File: config.mk
export PLATFORM = sky130hd
export DESIGN_NAME = fifo_deq_serializer
export DESIGN_NICKNAME = d
export VERILOG_FILES = /design/src/rtl/fifo_ser_pkg.sv /design/src/rtl/ser_shift_reg.sv /design/src/rtl/fifo_deq_serializer.sv
export SDC_FILE = /design/constraint.sdc
export NUM_CORES = 2
export LEC_CHECK = 0
export ABC_AREA = 0
export CORE_ASPECT_RATIO = 0.6
export CORE_MARGIN = 3
export CORE_UTILIZATION = 45
export DETAILED_ROUTE_END_ITERATION = 7
export PLACE_DENSITY_LB_ADDON = 0.2
export SETUP_SLACK_MARGIN = 0.5
export SLEW_MARGIN = 5
export SYNTH_ARGS = -nofsm -noshare
export SYNTH_HDL_FRONTEND = slang
export SYNTH_HIERARCHICAL = 1
export SYNTH_SLANG_ARGS = --single-unit
export TNS_END_PERCENT = 30
File: constraint.sdc
create_clock -name CLK -period 3.6 [get_ports CLK]
set_input_delay 0.54 -clock CLK [delete_from_list [all_inputs] [get_ports CLK]]
set_output_delay 0.54 -clock CLK [all_outputs]
set_load 0.005 [all_outputs]
File: src/rtl/fifo_ser_pkg.sv
// Shared types and defaults for the wide-word FIFO dequeue serializer.
package fifo_ser_pkg;

  typedef enum logic {
    IDLE = 1'b0,
    SEND = 1'b1
  } ser_state_t;

  localparam int unsigned DATA_W_DEF = 704;
  localparam int unsigned BEAT_W_DEF = 32;

  function automatic int unsigned beats_of(input int unsigned data_w,
                                           input int unsigned beat_w);
    return data_w / beat_w;
  endfunction

endpackage

File: src/rtl/ser_shift_reg.sv
// Wide word holding register: parallel load, right shift by one beat, or hold.
module ser_shift_reg #(
  parameter int unsigned DATA_W = 704,
  parameter int unsigned BEAT_W = 32
) (
  input  logic              CLK,
  input  logic              nRST,
  input  logic              load,
  input  logic              shift,
  input  logic [DATA_W-1:0] din,
  output logic [BEAT_W-1:0] beat
);

  logic [DATA_W-1:0] shreg;

  always_ff @(posedge CLK) begin
    if (!nRST) begin
      shreg <= '0;
    end else if (load) begin
      shreg <= din;
    end else if (shift) begin
      shreg <= shreg >> BEAT_W;
    end
  end

  assign beat = shreg[BEAT_W-1:0];

endmodule

File: src/rtl/fifo_deq_serializer.sv
// Drains wide words from an upstream FIFO and re-emits each as BEATS narrow
// beats, LSB beat first, reloading on the last beat for zero-bubble streaming.
module fifo_deq_serializer
  import fifo_ser_pkg::*;
#(
  parameter int unsigned DATA_W = DATA_W_DEF,
  parameter int unsigned BEAT_W = BEAT_W_DEF
) (
  input  logic              CLK,
  input  logic              nRST,
  input  logic [DATA_W-1:0] in_first,
  input  logic              in_first__RDY,
  input  logic              in_deq__RDY,
  output logic              in_deq__ENA,
  output logic [BEAT_W-1:0] out_enq_v,
  output logic              out_enq_last,
  output logic              out_enq__ENA,
  input  logic              out_enq__RDY,
  output logic              busy
);

  localparam int unsigned BEATS = beats_of(DATA_W, BEAT_W);
  localparam int unsigned CNT_W = (BEATS > 1) ? $clog2(BEATS) : 1;
  localparam logic [CNT_W-1:0] LAST_CNT = CNT_W'(BEATS - 1);

  generate
    if (DATA_W % BEAT_W != 0) begin : g_bad_width
      $error("fifo_deq_serializer: DATA_W must be a multiple of BEAT_W");
    end
  endgenerate

  ser_state_t       state;
  logic [CNT_W-1:0] cnt;
  logic             take;
  logic             fire;
  logic             lastfire;
  logic             load;
  logic             shift;

  assign take     = in_first__RDY && in_deq__RDY;
  assign fire     = (state == SEND) && out_enq__RDY;
  assign lastfire = fire && (cnt == LAST_CNT);

  // Dequeue is gated by nRST so a reset cycle can never consume an upstream word.
  assign load  = nRST && take && ((state == IDLE) || lastfire);
  assign shift = fire && !lastfire;

  assign in_deq__ENA  = load;
  assign out_enq__ENA = nRST && fire;
  assign out_enq_last = (state == SEND) && (cnt == LAST_CNT);
  assign busy         = (state == SEND);

  always_ff @(posedge CLK) begin
    if (!nRST) begin
      state <= IDLE;
      cnt   <= '0;
    end else begin
      case (state)
        IDLE: begin
          if (load) begin
            state <= SEND;
            cnt   <= '0;
          end
        end
        SEND: begin
          if (lastfire) begin
            cnt   <= '0;
            state <= take ? SEND : IDLE;
          end else if (fire) begin
            cnt <= cnt + CNT_W'(1);
          end
        end
        default: begin
          state <= IDLE;
          cnt   <= '0;
        end
      endcase
    end
  end

  ser_shift_reg #(
    .DATA_W(DATA_W),
    .BEAT_W(BEAT_W)
  ) u_shift (
    .CLK  (CLK),
    .nRST (nRST),
    .load (load),
    .shift(shift),
    .din  (in_first),
    .beat (out_enq_v)
  );

endmodule
Word-level counts from Yosys, hierarchy flattened

Cells that the tools add are included.

Bits in registers: 710
Input bits: 709
Output and inout bits: 36
Word-level logic and storage cells: 30

Add/subtract/negate cells: 1
Equality and inequality tests: 3
Mux-type cells: 10
Bitwise operators: 1
Reductions and logical operators: 12

Operator list:

| operator                                                                 | number |
|---|---|
| 704-bit 2-to-1 mux                                                       | 2 |
| 5-bit 2-to-1 mux                                                         | 3 |
| 5-bit case mux with 2 select lines                                       | 1 |
| 1-bit logical AND                                                        | 8 |
| 5-bit by 1-bit adder with 5-bit output (second input constant)           | 1 |
| 5-bit equality test (second input constant)                              | 1 |
| 1-bit 2-to-1 mux                                                         | 3 |
| 3-bit by 1-bit inequality test with 1-bit output (second input constant) | 1 |
| 2-bit inequality test (second input constant)                            | 1 |
| 1-bit case mux with 2 select lines                                       | 1 |
| 2-bit AND reduction                                                      | 1 |
| 2-bit nonzero test                                                       | 1 |
| 1-bit zero test                                                          | 1 |
| 1-bit logical OR                                                         | 1 |
| 1-bit NOT                                                                | 1 |

Longest topological paths before layout

Depth after elaboration: 6
Mapped depth: 11
Mapped depth without buffers: 7

Hierarchy

Netlist, hierarchy kept.

Modules (own cells, without submodules):

| module              | times used | cells each | area each (µm²) | seq. area each (µm²) |
|---|---|---|---|---|
| ser_shift_reg       | 1          | 3160       | 35635.4         | 14093.5 |
| fifo_deq_serializer | 1          | 42         | 357.8           | 120.1 |

Least setup slack after synthesis

OpenSTA, ideal clock, no wires.

Path type: register to register
Start point: register cnt[0]
End point: register u_shift.shreg[325]
Setup time: 0.116 ns
Data arrival time: 2.343 ns
Data required time: 3.484 ns
Path slack: 1.141 ns
Cell stages (with the launch flop): 10
Buffers on the path: 3
Period minus slack after synthesis: 2.459 ns
Cell sequence: dfxtp_1 > ha_1 > nand4b_1 > o21ai_0 > nor3b_1 > buf_6 > buf_6 > clkbuf_1 > or2b_1 > o211a_1

Longest elaborated chain between the ends: 5
Elaborated cells between the ends (all ways): 8
Classes of those cells: 1 x eq/ne; 1 x mux; 6 x reduce/logical

RTL lines:

| what                                                            | RTL line                  | text |
|---|---|---|
| start, declared                                                 | fifo_deq_serializer.sv:33 | `logic [CNT_W-1:0] cnt;` |
| start signal, assigned                                          | fifo_deq_serializer.sv:70 | `cnt <= cnt + CNT_W'(1);` |
| 5-bit equality test *                                           | fifo_deq_serializer.sv:42 | `assign lastfire = fire && (cnt == LAST_CNT);` |
| 1-bit logical AND *                                             | fifo_deq_serializer.sv:42 |  |
| 1-bit logical OR *                                              | fifo_deq_serializer.sv:45 | `assign load = nRST && take && ((state == IDLE) \|\| lastfire);` |
| 1-bit logical AND *                                             | fifo_deq_serializer.sv:45 |  |
| net in_deq__ENA                                                 | fifo_deq_serializer.sv:14 | `output logic in_deq__ENA,` |
| 704-bit 2-to-1 mux / 2-bit nonzero test (equally long branches) | -                         |  |
| end signal, assigned                                            | ser_shift_reg.sv:20       | `shreg <= din;` |
| end signal, assigned                                            | ser_shift_reg.sv:22       | `shreg <= shreg >> BEAT_W;` |
| end, declared                                                   | ser_shift_reg.sv:14       | `logic [DATA_W-1:0] shreg;` |

Mark *: on every way through the listed nets, which the timed path passes. The rest lies on a longest branch.
A chain may end at the register's enable or synchronous reset.

Worst setup path in the final report

Start point: register cnt[1]
End point: output in_deq__ENA

Longest elaborated chain between the ends: 4

RTL lines:

| what                | RTL line |
|---|---|
| 5-bit equality test | fifo_deq_serializer.sv:42 |
| 1-bit logical AND   | fifo_deq_serializer.sv:42 |
| 1-bit logical OR    | fifo_deq_serializer.sv:45 |
| 1-bit logical AND   | fifo_deq_serializer.sv:45 |
| end, declared       | fifo_deq_serializer.sv:14 |

Every way passes these cells.

==> metrics.md <==
| Metric | Value |
|---|---|
| TNS Setup | 0 ns |
| R2R Setup Slk | 0.88 ns |
| Top Ports | 745 |
| Gr ovfl total | 0 |
| Syn Std Cell Area | 0.0360 mm^2 |
| Met1 Use GR | 36.7% |
| Max VDD drop | 0.277 mV |
| Final setup viols | 0 |
| IO buf count | 744 |
| Reg area | 0.0142 mm^2 |
| GRT Max-Usage Layer | met2 |
| CP max stage delay | 0.50 ns |
| Share of cells above drive strength 1 | 7.06% |
| Clock Tree Buf Depth | 3 |
| Outcome | finished, final reports clean |
| Area grow syn2layout | 27.9% |
| Achievable Freq | 340 MHz |
| Total vias in the final route | 26200 |
| Final HPWL DP | 84100 um |
| Detailed-route wire length per cell | 23.3 um |
| DRT iter0 DRCs | 2166 |
| Synth unique cells | 32 |
| Via/cell ratio | 5.37 |
| Worst-case reg-to-reg path depth | 9 |
| Crit. Startpoint | cnt[1] |
| Final min period | 2.95 ns |
| Initial Util | 45.9% |
| Reg-to-reg critical path endpoint | u_shift/shreg[51] |
| Final hold viol count | 0 |
| Critical path launch point type | flip-flop |
| CTS tree | done |
| CP max FO | 4 |
| Worst-path clk slew | 0.07 ns |
| Slowest cell on crit path | clkdlybuf4s50_1 |
| Main synth FF type | dfxtp_1 |
| Syn Nets | 3913 |
| Slew headroom | 31.1% |
| Root Buffer | clkbuf_16 |
| Largest net degree at the start of global routing | 209 |
| Syn Inst Count | 3202 |
| Remaining antenna violation count | 0 |
| End point of the critical path | in_deq__ENA |
| Post-synth EDFFs | 0 |
| Die Span Y | 225 um |
| RSZ-0062 raised after global routing | no |
| Synth Area per Inst | 11.2 um^2 |
| Post-layout util | 58.7% |
| CTS buffer count | 69 |
| Vias in the first global route | 25400 |
| Rows | 79 |
| CTS Hold Buffers Added | 0 |
| Chip width | 371 um |
| Core area | 0.0784 mm^2 |
| Met2 Use GR | 39.6% |
| Critical path class | reg2out |
| Syn. warnings | 6 |
| Skew-Pair Late Insertion Delay | 0.61 ns |
| Clock skew | 0.0139 ns |
| CP required | 3.06 ns |
| Yosys reg bits | 710 |
| Worst Tran Pin Value | 1.03 ns |
| Die area | 0.0835 mm^2 |
| First-pass GRT wire length | 162000 um |
| Pwr dens | 401 mW/mm^2 |
| CP Capture Type | output port |
| Pins Over Slew Limit | 0 |
| Critical path arrival | 2.41 ns |
| M3 GR Usage | 5.28% |
| Final Cycle Share | 81.8% |
| Pre-antenna DRT Iters | 5 |
| Fillers | 6643 |
| CTS sink count | 710 |
| Crit-path cells | inv_1 > ha_1 > nand4b_1 > o21ai_2 > nor3b_4 > buf_6 > clkdlybuf4s50_1 |
| Gr usage total | 25.8% |
| Final net count | 4457 |
| Leak | 25.1 nW |
| Residual DRC count | 0 |
| Worst r2r src | cnt[1] |
| Hold Path Depth | 2 |
| Max-Cap Viols | 0 |
| Area taken by multi-input logic gates | 0.0197 mm^2 |
| Routed WL | 114000 um |
| GPL Wtd Cong | 0.871 |
| CTS H-tree lvls | 3 |
| Fraction of registers with async set/reset | 0% |
| Hold WC Path Type | in2reg |
| Initial antenna violation count | 51 |
| Post-synthesis sequential area ratio | 39.5% |
synth_stat cells (10+ instances only):
| master | count | area [um^2] |
|---|---|---|
| or3b_2 | 10 | 87.6 |
| nand2b_1 | 404 | 2530 |
| or2b_1 | 268 | 2010 |
| dfxtp_1 | 710 | 14200 |
| o211a_1 | 672 | 6730 |
| mux2_1 | 600 | 6760 |
| or3b_1 | 24 | 210 |
| clkbuf_1 | 135 | 507 |
| mux2_2 | 72 | 811 |
| buf_6 | 69 | 777 |
| buf_2 | 102 | 510 |
| nand2_1 | 34 | 128 |
| buf_4 | 35 | 263 |
| a21boi_1 | 32 | 240 |
cell type report:
cell class	instances	area share (%)
diodes	30	0.163
inverters	5	0.0408
clock buffers	97	4.33
well taps	1053	2.86
multi-input cells	2143	42.8
flip-flops and latches	710	30.9
repair buffers	817	18.4
clock inverters	24	0.562
cells by family (layout without fill, tap and decap cells):
group                    Yosys count  count (layout)  synth area share (%)
AND/OR/NAND/NOR                  754             754                  14.0
adder cells (fa/ha/maj)            2               2                0.0695
multiplexers                     672             672                  21.0
other                              0              30                     0
buffers and inverters            349             943                  5.80
flip-flops                       710             710                  39.5
AO/OA/AOI/OAI                    715             715                  19.6
state kept, by name (all words and copies together), names as in the netlist:
name	cells
busy	1
cnt	5
u_shift/shreg	704
routing by layer:
metal,vias up,share of wire (%)
met4,30,2.3
li1,12700,-
met2,608,44
met3,159,6.2
met5,-,0.18
met1,12700,47
how the worst min path moves through the flow:
stage / start / to
after global routing: nRST / u_shift/shreg[89]
after CTS: nRST / u_shift/shreg[261]
after global placement: cnt[4] / cnt[4]
final: nRST / u_shift/shreg[89]
after detailed placement: cnt[4] / cnt[4]
after floorplan: cnt[4] / cnt[4]
critical path: cells and delay by family, from the launching register on:
family	cells	cell delay, ns
simple gates	2	0.39
fa+ha+maj	1	0.16
buf+inv	3	0.71
compound gates	1	0.18
flops	1	0.34
layout by cell type, fill, tap and decap left out, types with 2 or more instances in the layout:
cell type        instances
clkdlybuf4s50_1        743
a21boi_1                32
mux2_2                  72
diode_2                 30
inv_6                    5
o211a_1                672
clkbuf_8                10
clkbuf_1                15
a311oi_1                 2
nand2b_1               404
clkbuf_16               72
or2b_1                 268
or3b_1                  24
buf_12                  36
a31oi_1                  2
nor2_1                   2
ha_1                     2
a21oi_1                  3
nand3_1                  6
mux2_1                 600
or3b_2                  10
dfxtp_1                709
clkinvlp_4               2
bufinv_16                4
buf_4                   36
nand2_1                 34
clkinv_2                11
inv_1                    5
stage by stage:
| stage | setup WS (ns) | hold slack, ns | cells | total power [mW] | area [um^2] |
|---|---|---|---|---|---|
| after floorplan | 1.14 | 0.458 | 3202 | 9.95 | 36000 |
| after global placement | 0.560 | 0.509 | 4723 | 11.1 | 43700 |
| after detailed placement | 0.518 | 0.512 | 4723 | 11.2 | 43700 |
| after CTS | 0.514 | 0.265 | 4846 | 18.6 | 45900 |
| after global routing | 0.517 | 0.285 | 4863 | 19.1 | 46000 |
| final | 0.655 | 0.305 | 4879 | 18.5 | 46000 |
what timing repair did:
action | 4_1_cts | 5_1_grt
gates resized for setup | 3 | 2
setup endpoints to repair | 1 | 1
setup buffers | 2 | 3
report_power, final:
group | total (mW) | internal, mW | leakage [nW] | switching (mW)
clock network | 7.43 | 4.18 | 1.11 | 3.25
registers | 8.62 | 8.28 | 5.80 | 0.337
logic | 2.40 | 1.53 | 18.2 | 0.873
Power figures use the tool's default switching activity.
